==> src/rtl/lsu_mem_master_pkg.sv <==
// -----------------------------------------------------------------------------
// lsu_pkg
// Shared definitions for the load/store memory master: RV64 funct3 encodings,
// the position of the store flag in the 4-bit op, the FSM state enum and
// helpers that decode size, legality and alignment from an op.
// -----------------------------------------------------------------------------
package lsu_pkg;

    localparam logic [2:0] LSU_B  = 3'b000;
    localparam logic [2:0] LSU_H  = 3'b001;
    localparam logic [2:0] LSU_W  = 3'b010;
    localparam logic [2:0] LSU_D  = 3'b011;
    localparam logic [2:0] LSU_BU = 3'b100;
    localparam logic [2:0] LSU_HU = 3'b101;
    localparam logic [2:0] LSU_WU = 3'b110;

    localparam int LSU_STORE_BIT = 3;

    typedef enum logic [1:0] {
        ST_IDLE   = 2'd0,
        ST_ACCESS = 2'd1,
        ST_RESP   = 2'd2
    } lsu_state_e;

    // Byte-enable pattern for an access of the given size, before lane shift.
    function automatic logic [7:0] size_mask(input logic [2:0] funct3);
        logic [7:0] m;
        case (funct3)
            LSU_B, LSU_BU: m = 8'h01;
            LSU_H, LSU_HU: m = 8'h03;
            LSU_W, LSU_WU: m = 8'h0F;
            LSU_D:         m = 8'hFF;
            default:       m = 8'h00;
        endcase
        return m;
    endfunction

    // Stores have no unsigned variants, and funct3=111 is unused for both.
    function automatic logic is_illegal(input logic [3:0] op);
        return (op[2:0] == 3'b111) || (op[LSU_STORE_BIT] && op[2]);
    endfunction

    function automatic logic is_misaligned(input logic [2:0] funct3,
                                           input logic [2:0] offset);
        logic bad;
        case (funct3)
            LSU_H, LSU_HU: bad = offset[0];
            LSU_W, LSU_WU: bad = |offset[1:0];
            LSU_D:         bad = |offset;
            default:       bad = 1'b0;
        endcase
        return bad;
    endfunction

endpackage

==> src/rtl/lsu_mem_master_load_align.sv <==
// -----------------------------------------------------------------------------
// lsu_load_align
// Combinational load-data extraction: shifts the 8-byte-aligned read word
// down by the byte offset, keeps 8/16/32/64 bits and sign- or zero-extends.
//
// Ports:
//   i_word    64  aligned word read from memory
//   i_offset   3  byte offset of the access within the word
//   i_funct3   3  RISC-V load funct3
//   o_data    64  extended load result (0 for an unused funct3)
// -----------------------------------------------------------------------------
module lsu_load_align
    import lsu_pkg::*;
(
    input  logic [63:0] i_word,
    input  logic [2:0]  i_offset,
    input  logic [2:0]  i_funct3,
    output logic [63:0] o_data
);

    logic [63:0] w_shifted;

    assign w_shifted = i_word >> {i_offset, 3'b000};

    always_comb begin
        o_data = '0;
        case (i_funct3)
            LSU_B:  o_data = {{56{w_shifted[7]}},  w_shifted[7:0]};
            LSU_H:  o_data = {{48{w_shifted[15]}}, w_shifted[15:0]};
            LSU_W:  o_data = {{32{w_shifted[31]}}, w_shifted[31:0]};
            LSU_D:  o_data = w_shifted;
            LSU_BU: o_data = {56'd0, w_shifted[7:0]};
            LSU_HU: o_data = {48'd0, w_shifted[15:0]};
            LSU_WU: o_data = {32'd0, w_shifted[31:0]};
            default: o_data = '0;
        endcase
    end

endmodule

==> src/rtl/lsu_mem_master.sv <==
// -----------------------------------------------------------------------------
// lsu_mem_master
// Load/store initiator between EX and WB. Accepts one RV64 load/store per
// request handshake, drives the 64-bit memory port for MEM_LAT cycles,
// extracts load data and returns it on a valid/ready response channel.
//
// State | meaning
// ------+-------------------------------------------------------------
// IDLE  | ready for a request; bad requests jump straight to RESP
// ACCESS| memory port driven, counting MEM_LAT cycles
// RESP  | response held until the consumer takes it
//
// Ports:
//   i_clk, i_reset            clock, synchronous active-high reset
//   i_req_valid/o_req_ready   request handshake
//   i_req_op                  [3]=store, [2:0]=funct3
//   i_req_addr, i_req_wdata   byte address, right-aligned store data
//   o_resp_valid/i_resp_ready response handshake
//   o_resp_rdata, o_resp_err  extended load data, error flag
//   o_mem_*                   memory port (ce/we/addr/wdata/wmask)
//   i_mem_rdata               aligned read word
//
// MEM_LAT must be within 1..15 (4-bit cycle counter).
// -----------------------------------------------------------------------------
module lsu_mem_master
    import lsu_pkg::*;
#(
    parameter int MEM_LAT = 1
) (
    input  logic        i_clk,
    input  logic        i_reset,
    input  logic        i_req_valid,
    output logic        o_req_ready,
    input  logic [3:0]  i_req_op,
    input  logic [63:0] i_req_addr,
    input  logic [63:0] i_req_wdata,
    output logic        o_resp_valid,
    input  logic        i_resp_ready,
    output logic [63:0] o_resp_rdata,
    output logic        o_resp_err,
    output logic        o_mem_ce,
    output logic        o_mem_we,
    output logic [63:0] o_mem_addr,
    output logic [63:0] o_mem_wdata,
    output logic [7:0]  o_mem_wmask,
    input  logic [63:0] i_mem_rdata
);

    localparam logic [3:0] CNT_LAST = 4'(MEM_LAT - 1);

    lsu_state_e  r_state;
    lsu_state_e  w_next_state;

    logic [3:0]  r_op;
    logic [63:0] r_addr;
    logic [63:0] r_lane_wdata;
    logic [7:0]  r_lane_wmask;
    logic [3:0]  r_cnt;
    logic [63:0] r_resp_rdata;
    logic        r_resp_err;

    logic        w_accept;
    logic        w_req_bad;
    logic        w_req_store;
    logic        w_last;
    logic        w_is_store;
    logic [63:0] w_load_data;

    assign w_req_store = i_req_op[LSU_STORE_BIT];
    assign w_req_bad   = is_illegal(i_req_op) ||
                         is_misaligned(i_req_op[2:0], i_req_addr[2:0]);
    assign w_accept    = (r_state == ST_IDLE) && i_req_valid;
    assign w_last      = (r_cnt == CNT_LAST);
    assign w_is_store  = r_op[LSU_STORE_BIT];

    lsu_load_align u_load_align (
        .i_word   (i_mem_rdata),
        .i_offset (r_addr[2:0]),
        .i_funct3 (r_op[2:0]),
        .o_data   (w_load_data)
    );

    // State register
    always_ff @(posedge i_clk) begin
        if (i_reset) begin
            r_state <= ST_IDLE;
        end else begin
            r_state <= w_next_state;
        end
    end

    // Next-state logic
    always_comb begin
        w_next_state = r_state;
        case (r_state)
            ST_IDLE: begin
                if (i_req_valid) begin
                    w_next_state = w_req_bad ? ST_RESP : ST_ACCESS;
                end
            end
            ST_ACCESS: begin
                if (w_last) begin
                    w_next_state = ST_RESP;
                end
            end
            ST_RESP: begin
                if (i_resp_ready) begin
                    w_next_state = ST_IDLE;
                end
            end
            default: w_next_state = ST_IDLE;
        endcase
    end

    // Outputs: the memory port is fully gated outside ACCESS so it idles at 0.
    always_comb begin
        o_req_ready  = 1'b0;
        o_resp_valid = 1'b0;
        o_mem_ce     = 1'b0;
        o_mem_we     = 1'b0;
        o_mem_addr   = '0;
        o_mem_wdata  = '0;
        o_mem_wmask  = '0;
        case (r_state)
            ST_IDLE: o_req_ready = 1'b1;
            ST_ACCESS: begin
                o_mem_ce    = 1'b1;
                o_mem_we    = w_is_store;
                o_mem_addr  = {r_addr[63:3], 3'b000};
                o_mem_wdata = r_lane_wdata;
                o_mem_wmask = r_lane_wmask;
            end
            ST_RESP: o_resp_valid = 1'b1;
            default: o_req_ready = 1'b0;
        endcase
    end

    assign o_resp_rdata = r_resp_rdata;
    assign o_resp_err   = r_resp_err;

    // Request latch, access counter and response capture.
    always_ff @(posedge i_clk) begin
        if (i_reset) begin
            r_op         <= '0;
            r_addr       <= '0;
            r_lane_wdata <= '0;
            r_lane_wmask <= '0;
            r_cnt        <= '0;
            r_resp_rdata <= '0;
            r_resp_err   <= 1'b0;
        end else begin
            case (r_state)
                ST_IDLE: begin
                    if (w_accept) begin
                        r_op   <= i_req_op;
                        r_addr <= i_req_addr;
                        r_cnt  <= '0;
                        // Lane data/mask are built once here so the port is
                        // stable for every ACCESS cycle; loads present zeros.
                        if (w_req_store && !w_req_bad) begin
                            r_lane_wdata <= i_req_wdata << {i_req_addr[2:0], 3'b000};
                            r_lane_wmask <= size_mask(i_req_op[2:0]) << i_req_addr[2:0];
                        end else begin
                            r_lane_wdata <= '0;
                            r_lane_wmask <= '0;
                        end
                        r_resp_err <= w_req_bad;
                        if (w_req_bad) begin
                            r_resp_rdata <= '0;
                        end
                    end
                end
                ST_ACCESS: begin
                    r_cnt <= r_cnt + 4'd1;
                    if (w_last) begin
                        r_resp_rdata <= w_is_store ? 64'd0 : w_load_data;
                    end
                end
                default: begin
                end
            endcase
        end
    end

endmodule
==> config.mk <==
export PLATFORM = sky130hd
export DESIGN_NAME = lsu_mem_master
export DESIGN_NICKNAME = d
export VERILOG_FILES = /design/src/rtl/lsu_mem_master_pkg.sv /design/src/rtl/lsu_mem_master_load_align.sv /design/src/rtl/lsu_mem_master.sv
export SDC_FILE = /design/constraint.sdc
export NUM_CORES = 1
export LEC_CHECK = 0
export BUFFER_PORTS_ARGS = -buffer_cell sky130_fd_sc_hd__buf_2
export CAP_MARGIN = 20
export CORE_ASPECT_RATIO = 0.6
export CORE_MARGIN = 3
export CORE_UTILIZATION = 50
export CTS_CLUSTER_DIAMETER = 100
export CTS_CLUSTER_SIZE = 16
export DETAILED_ROUTE_END_ITERATION = 10
export PLACE_DENSITY = 0.82
export SYNTH_ARGS = -nofsm -noshare
export SYNTH_HDL_FRONTEND = slang
export SYNTH_SLANG_ARGS = --single-unit
==> constraint.sdc <==
create_clock -name i_clk -period 5.06 [get_ports i_clk]
set_clock_uncertainty 0.1 [all_clocks]
set_input_delay 1.012 -clock i_clk [delete_from_list [all_inputs] [get_ports i_clk]]
set_output_delay 1.012 -clock i_clk [all_outputs]
set_load 0.03 [all_outputs]
After elaboration in Yosys (flattened, before gate mapping). Cells that the tools add are included.

Register bits: 211. Output and inout port bits: 205.

Add/sub/neg operators: 1. Equality and inequality tests: 20. Muxes and demuxes: 28. Reductions and logical operators: 20. Shifts and indexed selects: 3.

Operators with widths (count): 2-to-1 mux 64 bit (7); case mux 64 bit (7 select lines) (1); case mux 64 bit (2 select lines) (1); left shift 64 x 6 -> 64 bit (1); right shift 64 x 6 -> 64 bit (1); 2-to-1 mux 8 bit (6); case mux 8 bit (4 select lines) (1); equality test 3 bit (second input constant) (7); equality test 3 x 2 -> 1 bit (second input constant) (4); inequality test 2 bit (second input constant) (5); 2-to-1 mux 2 bit (4); case mux 4 bit (2 select lines) (1); OR reduction 2 bit (4); left shift 8 x 3 -> 8 bit (1); equality test 3 x 1 -> 1 bit (second input constant) (2); zero test 3 bit (2); case mux 2 bit (3 select lines) (1); adder 4 x 1 -> 4 bit (second input constant) (1); zero test 4 bit (1); 2-to-1 mux 1 bit (4); 2-to-1 mux 4 bit (1); AND reduction 2 bit (2); AND reduction 4 bit (1); logical AND 1 bit (3); 9 further kinds (10).

Logic depth before layout (Yosys ltp). Gate-level depths: netlist of run 1.

Word-level depth: 12. Depth in mapped cells: 9.

Modules after synthesis. A second synthesis of run 1 with hierarchy kept.

Cell total of the unflattened synthesis: 1376. Area, all modules: 12162.9 um2.

Modules (own cells, without submodules): lsu_mem_master (area an instance 9629.2 um2, cells each 1087, seq. area each 4224.1 um2, times used 1); lsu_load_align (area an instance 2533.7 um2, cells each 289, seq. area each 0.0 um2, times used 1).

Worst setup path after synthesis of run 1. No wires, ideal clock.

Kind: input -> register. Start: input port i_req_op[3]. End: register r_lane_wdata[0]. Buffers on the path: 4. Required time: 4843 ps. Slack: 2446 ps. Stages: 9. Arrival time: 2397 ps. Cells stage by stage: clkbuf_1 > nand2_1 > o2111a_1 > buf_2 > and4bb_2 > clkbuf_2 > and2_1 > buf_2 > a22o_1.

Word-level cells in the longest chain between the ends: 6.

Ends and longest elaborated chain: from (decl) (line lsu_mem_master.sv:34) `input logic [3:0] i_req_op,`; logical AND 1 bit (line lsu_mem_master_pkg.sv:40) `return (op[2:0] == 3'b111) || (op[LSU_STORE_BIT] && op[2]);`; logical OR 1 bit (line lsu_mem_master_pkg.sv:40); logical OR 1 bit (line lsu_mem_master.sv:70) `assign w_req_bad = is_illegal(i_req_op) ||`; zero test 1 bit (line lsu_mem_master.sv:160) `if (w_req_store && !w_req_bad) begin`; logical AND 1 bit * (line lsu_mem_master.sv:160); 2-to-1 mux 64 bit * (line lsu_mem_master.sv:160); to (signal assigned) (line lsu_mem_master.sv:161) `r_lane_wdata <= i_req_wdata << {i_req_addr[2:0], 3'b000};`; to (decl) (line lsu_mem_master.sv:56) `logic [63:0] r_lane_wdata;`.

Mark *: on every way between the ends. The rest lies on a longest branch, timed or not. A chain may end at the register's enable or synchronous reset.

Worst setup path in the final report of run 1.
Start: register r_state[1]. End: output port o_mem_wdata[59].

Word-level cells in the longest chain between the ends: 2.

Ends and longest elaborated chain: from (decl) (line lsu_mem_master.sv:51) `lsu_state_e r_state;`; from (signal assigned) (line lsu_mem_master.sv:88) `r_state <= w_next_state;`; equality test 2 x 1 -> 1 bit (line lsu_mem_master.sv:124) `case (r_state)`; 2-to-1 mux 64 bit (line lsu_mem_master.sv:124); to (decl) (line lsu_mem_master.sv:44) `output logic [63:0] o_mem_wdata,`.

No other way between the ends.

==> results of run 1 <==
## tightest hold or removal path, cell delays in order, from the launching register on
cell	delay, ns
dfxtp_1	0.30
nand2_1	0.05
a21oi_1	0.05
## path summary, 6_finish.rpt
kind / startpoint / end / depth (start not counted)
worst max-delay path: r_state[1]$_SDFFE_PP0P_ / o_mem_wdata[59] / 6
worst min-delay path: r_addr[16]$_SDFFE_PP0P_ / r_addr[16]$_SDFFE_PP0P_ / 2
worst max register to register: r_addr[0]$_SDFFE_PP0P_ / o_resp_rdata[59]$_SDFFE_PP0P_ / 6
worst min register to register: r_addr[16]$_SDFFE_PP0P_ / r_addr[16]$_SDFFE_PP0P_ / 2
## state kept, by name (all words and copies together) (netlist names)
signal / cells
r_lane_wmask: 8
o_resp_err: 1
r_state: 2
r_op: 4
r_cnt: 4
r_lane_wdata: 64
r_addr: 64
o_resp_rdata: 64
## cell type report
class | instances | area (sq um) | area share
Inverter | 9 | 35.0 | 0.00249
Clock buffer | 17 | 425 | 0.0302
Tap cell | 308 | 385 | 0.0274
Timing Repair Buffer | 420 | 2180 | 0.155
Sequential cell | 211 | 4230 | 0.300
Multi-Input combinational cell | 1023 | 6790 | 0.482
Clock inverter | 2 | 25.0 | 0.00178
Antenna cell | 7 | 17.5 | 0.00124
## cell families after synthesis
group                      synth area share
AOI/OAI and AO/OA                     0.204
other                              0.000324
xor gates and xnor gates           0.000757
muxes                                 0.158
buffers and inverters                0.0516
adders and majority gates           0.00216
DFF                                   0.365
and+or+nand+nor                       0.219
## cells in the final DEF (no fill, tap or decap), types with 24 or more instances in the layout
cell type,count
buf_2,400
nand2_1,267
dfxtp_1,209
and2_1,137
a21oi_1,96
o21ai_0,85
mux2i_1,82
mux2_2,39
nor2_1,35
a221o_1,31
mux4_2,25
a22oi_1,24
## per-layer routing
| layer | vias up | share of wire | track usage |
|---|---|---|---|
| met5 | - | 0.0010 | 0 |
| met4 | 6 | 0.020 | 0.0670 |
| met3 | 81 | 0.12 | 0.105 |
| met2 | 654 | 0.41 | 0.426 |
| met1 | 5544 | 0.45 | 0.452 |
| li1 | 5480 | - | - |
## power breakdown
| group | internal [mW] | switching [mW] | total (mW) |
|---|---|---|---|
| clock | 0.608 | 0.595 | 1.20 |
| sequential | 1.72 | 0.0446 | 1.77 |
| combinational | 0.287 | 0.483 | 0.771 |
## stage by stage
step / cells / hold slack (ns) / cell area (sq um)
after floorplan: 1367 / 0.317 / 11600
after global placement: 1968 / 0.328 / 13600
after detailed placement: 1969 / 0.335 / 13600
after CTS: 1988 / 0.351 / 14000
after global routing: 1992 / 0.367 / 14100
final: 1997 / 0.349 / 14100
==> flow_metrics.py, run 1 <==
metrics = {
    "clocking": {
        "h-tree-depth": 1,
        "clk_path_buf_depth": 3,
        "cts_buffers": 17,
        "clk_pin_slew_ns": 0.08,
        "post_cts_buffers": 0,
        "cts-resized-gates": 0,
        "clock_latency_ns": 0.49,
        "cts_root_buf": "clkbuf_16",
        "hold_buffers": 0,
        "clock_sinks": 211,
        "cts_tree": "done",
    },
    "outcome": {
        "status": "finished clean",
    },
    "yosys": {
        "syn_inst": 1365,
        "yosysTopAreaCell": "dfxtp_1",
        "ys_ff_latch": 211,
        "yosysWarnings": 0,
        "synth-edff-count": 0,
        "synth_area_sq_mm": 0.0116,
        "ys_types": 68,
        "syn_area_per_cell_sq_um": 8.48,
        "ys_async_sr_fraction": 0,
        "synth_top_area_share": 0.365,
        "synthTopCellsByArea": "dfxtp_1, nand2_1, and2_1, mux2i_1, mux4_2",
        "synthTopCellsByCount": "nand2_1, dfxtp_1, and2_1",
        "ys.flop_type": "dfxtp_1",
        "seq_area_frac_synth": 0.365,
        "synth_most_common_cell": "nand2_1",
    },
    "critical_path": {
        "path_cells": "nand2b_1 -> clkinv_2 -> buf_16 -> buf_4 -> and2_1 -> buf_2",
        "start_kind": "register",
        "critPathCaptureType": "output pin",
        "crit_type": "reg2out",
        "crit_arrival_ns": 2.34,
        "cp_max_fo": 100,
        "cp.required_ns": 3.95,
        "rrSetupSlack_ns": 2.00,
        "crit_family": "buffers and inverters",
        "slowest_delay_ns": 0.35,
        "path_buf_inv": 4,
        "slowest_stage": "dfxtp_1",
    },
    "placement": {
        "place.gp.congestion": 1.03,
        "port_buffers": 401,
        "hpwlAfterDp_um": 30800,
        "post-place-ws_ns": 1.38,
    },
    "route": {
        "drc_errors": 0,
        "wire_per_inst_um": 20.4,
        "vias_per_cell": 5.89,
        "vias": 11800,
        "first_pass_iters": 5,
        "wirelength_um": 40800,
        "ant_nets": 0,
        "drt_iter0_drc": 1227,
    },
    "global_routing": {
        "grt_max_degree": 109,
        "grt_pass1_wl_um": 60300,
        "grt_usage": 0.305,
        "overflow": 0,
        "antenna_found_initial": 6,
        "grt_pass1_vias": 10400,
    },
    "floorplan": {
        "die_w_um": 202,
        "rows": 42,
        "die_height_um": 124,
        "start_util": 0.517,
        "num_io_pins": 405,
        "coreArea_sq_mm": 0.0224,
        "dieArea_sq_mm": 0.0251,
    },
    "finish": {
        "layout.nets": 1884,
        "fillers": 2017,
        "final_util": 0.629,
        "drive_gt1_frac": 0.309,
        "syn_to_final_growth_pct": 21.7,
    },
    "run": {
        "cap_viol_max_count": 0,
    },
    "timing": {
        "slew_headroom": 0.244,
        "drv_slew": 0,
        "period_minus_slack_ns": 3.45,
        "tightest_slew_ns": 1.13,
        "setup_violations": 0,
        "fin_crit_sh": 0.683,
        "finalHoldViolations": 0,
        "setup_ws_ns": 1.61,
        "fmax_ghz": 0.290,
        "setup_tns_ns": 0,
        "rsz0062_at_grt": "false",
    },
    "pwr": {
        "max-vdd-ir-drop_mv": 0.262,
        "power_leakage_nw": 6.37,
        "power_density_mw_per_mm2": 266,
        "power.total_mw": 3.74,
    },
    "min_path": {
        "hold_class": "reg2reg",
    },
}
No activity file was read; power rests on OpenSTA's default activity.
==> run 2, diff against run 1 <==
==> constraint.sdc (replaced) <==
create_clock -name i_clk -period 3.35 [get_ports i_clk]
set_clock_uncertainty 0.1 [all_clocks]
set_input_delay 0.67 -clock i_clk [delete_from_list [all_inputs] [get_ports i_clk]]
set_output_delay 0.67 -clock i_clk [all_outputs]
set_load 0.03 [all_outputs]
==> run 2 against run 1 <==
Design area is 0.85% higher. Register-to-register slack worse by 1.4 ns. Worst setup slack worse by 1.4 ns. Sequential share of layout area is 0.25 points lower. First-iteration DRC count is 3.7% higher. Power is 53% higher. Sequential power is 50% higher. Critical path depth is 1 lower. Cell count is 0.70% higher. Flip-flop and latch count stayed put. Die area stayed put. Largest cell class unchanged. Highest routed layer unchanged.
==> flow_metrics.py, run 2 (synthesis results as in run 1) <==
metrics = {
    "critical_path": {
        "slowest_stage": "clkinv_2",
        "crit_type": "reg2out",
        "slowest_delay_ns": 0.43,
        "cp_max_fo": 63,
        "start_kind": "register",
        "path_cells": "nand2b_1 -> clkinv_2 -> buf_12 -> and2_1 -> buf_2",
        "cp.required_ns": 2.58,
        "critPathCaptureType": "output pin",
        "crit_arrival_ns": 2.38,
    },
    "floorplan": {
        "die_w_um": 202,
        "start_util": 0.517,
        "rows": 42,
        "die_height_um": 124,
        "coreArea_sq_mm": 0.0224,
        "num_io_pins": 405,
        "dieArea_sq_mm": 0.0251,
    },
    "finish": {
        "drive_gt1_frac": 0.315,
        "multi_input_area_sq_mm": 0.00679,
        "layout.nets": 1899,
        "final_util": 0.634,
        "layout_common_cells": "buf_2, nand2_1, dfxtp_1",
        "layout_commonest_cell": "buf_2",
        "final_cell_area_sq_mm": 0.0142,
        "regArea_sq_mm": 0.00423,
        "syn_to_final_growth_pct": 22.7,
        "fillers": 1989,
        "layout.cells.non_filler": 2011,
    },
    "placement": {
        "place_area_sq_mm": 0.0137,
        "placed_cells_incl_taps": 1986,
        "hpwlAfterDp_um": 31500,
        "place.gp.congestion": 0.997,
        "port_buffers": 401,
    },
    "pwr": {
        "swShare": 0.305,
        "clkPwrFrac": 0.323,
        "max-vdd-ir-drop_mv": 0.371,
        "power_leakage_nw": 6.45,
        "p_seq_frac": 0.467,
        "power_density_mw_per_mm2": 402,
        "p_sw_mw": 1.74,
        "p_comb_frac": 0.210,
        "cellInternalPower_mw": 3.97,
    },
    "route": {
        "drc_errors": 0,
        "first_pass_iters": 5,
        "vias_per_cell": 5.97,
        "vias": 12000,
        "wirelength_um": 41900,
        "ant_nets": 0,
        "wire_per_inst_um": 20.8,
        "drt_iter0_drc": 1273,
    },
    "clocking": {
        "clk_pin_slew_ns": 0.09,
        "clk_path_buf_depth": 3,
        "cts_buffers": 17,
        "clock_latency_ns": 0.50,
        "cts-resized-gates": 0,
        "post_cts_buffers": 0,
        "cts_tree": "done",
        "clock_sinks": 211,
        "h-tree-depth": 1,
        "hold_buffers": 0,
        "cts_root_buf": "clkbuf_16",
    },
    "timing": {
        "fmax_ghz": 0.317,
        "drv_slew": 0,
        "finalHoldViolations": 0,
        "slew_headroom": 0.239,
        "period_minus_slack_ns": 3.15,
        "setup_violations": 0,
        "tightest_slew_ns": 1.14,
        "setup_tns_ns": 0,
        "fin_crit_sh": 0.941,
        "rsz0062_at_grt": "false",
    },
    "global_routing": {
        "grt_max_degree": 68,
        "grt_pass1_wl_um": 61700,
        "antenna_found_initial": 6,
        "grt_pass1_vias": 10800,
        "grt_usage": 0.312,
        "overflow": 0,
    },
    "outcome": {
        "status": "finished clean",
    },
    "run": {
        "cap_viol_max_count": 0,
    },
    "min_path": {
        "hold_class": "in2reg",
    },
}
run 2: power groups by stage:
stage	Sequential, mW	Combinational, mW	Clock, mW
floorplan	2.73	0.715	0
global placement	2.72	1.15	0
detailed placement	2.72	1.16	0
CTS	2.66	1.17	1.88
global route	2.67	1.28	1.98
finish	2.66	1.20	1.84
run 2: per-layer routing:
layer	GRT usage	vias to the layer above	wire [um]
met5	0	-	71
met4	0.0757	6	1030
met3	0.0977	100	5120
met2	0.447	750	17400
met1	0.458	5653	18300
li1	-	5502	-
run 2: critical path, delay by kind of cell, from the launching register on:
family	cells	cell delay, ns
buf+inv	3	0.94
simple gates	2	0.47
flops	1	0.42
run 2: worst paths after layout:
path,start,end,slack (ns),depth (start not counted)
worst max-delay path,r_state[1]$_SDFFE_PP0P_,o_mem_wdata[57],0.20,5
worst min-delay path,i_req_addr[25],r_addr[25]$_SDFFE_PP0P_,0.31,3
worst max register to register,r_addr[2]$_SDFFE_PP0P_,o_resp_rdata[59]$_SDFFE_PP0P_,0.57,6
worst min register to register,r_addr[59]$_SDFFE_PP0P_,r_addr[59]$_SDFFE_PP0P_,0.35,2
run 2: cell type report:
type / instances / share of cell area
diodes: 6 / 0.00106
clock buffers: 17 / 0.0300
clock inverters: 2 / 0.00176
inverters: 9 / 0.00247
multi-input cells: 1023 / 0.478
flip-flops and latches: 211 / 0.298
well taps: 308 / 0.0271
repair buffers: 435 / 0.162
run 2: stage by stage:
step / setup slack (ns) / hold WS, ns / power, mW
after floorplan: 1.08 / 0.317 / 3.45
after global placement: 0.731 / 0.329 / 3.86
after detailed placement: 0.657 / 0.337 / 3.88
after CTS: 0.164 / 0.285 / 5.71
after global routing: 0.0423 / 0.285 / 5.94
final: 0.198 / 0.309 / 5.71
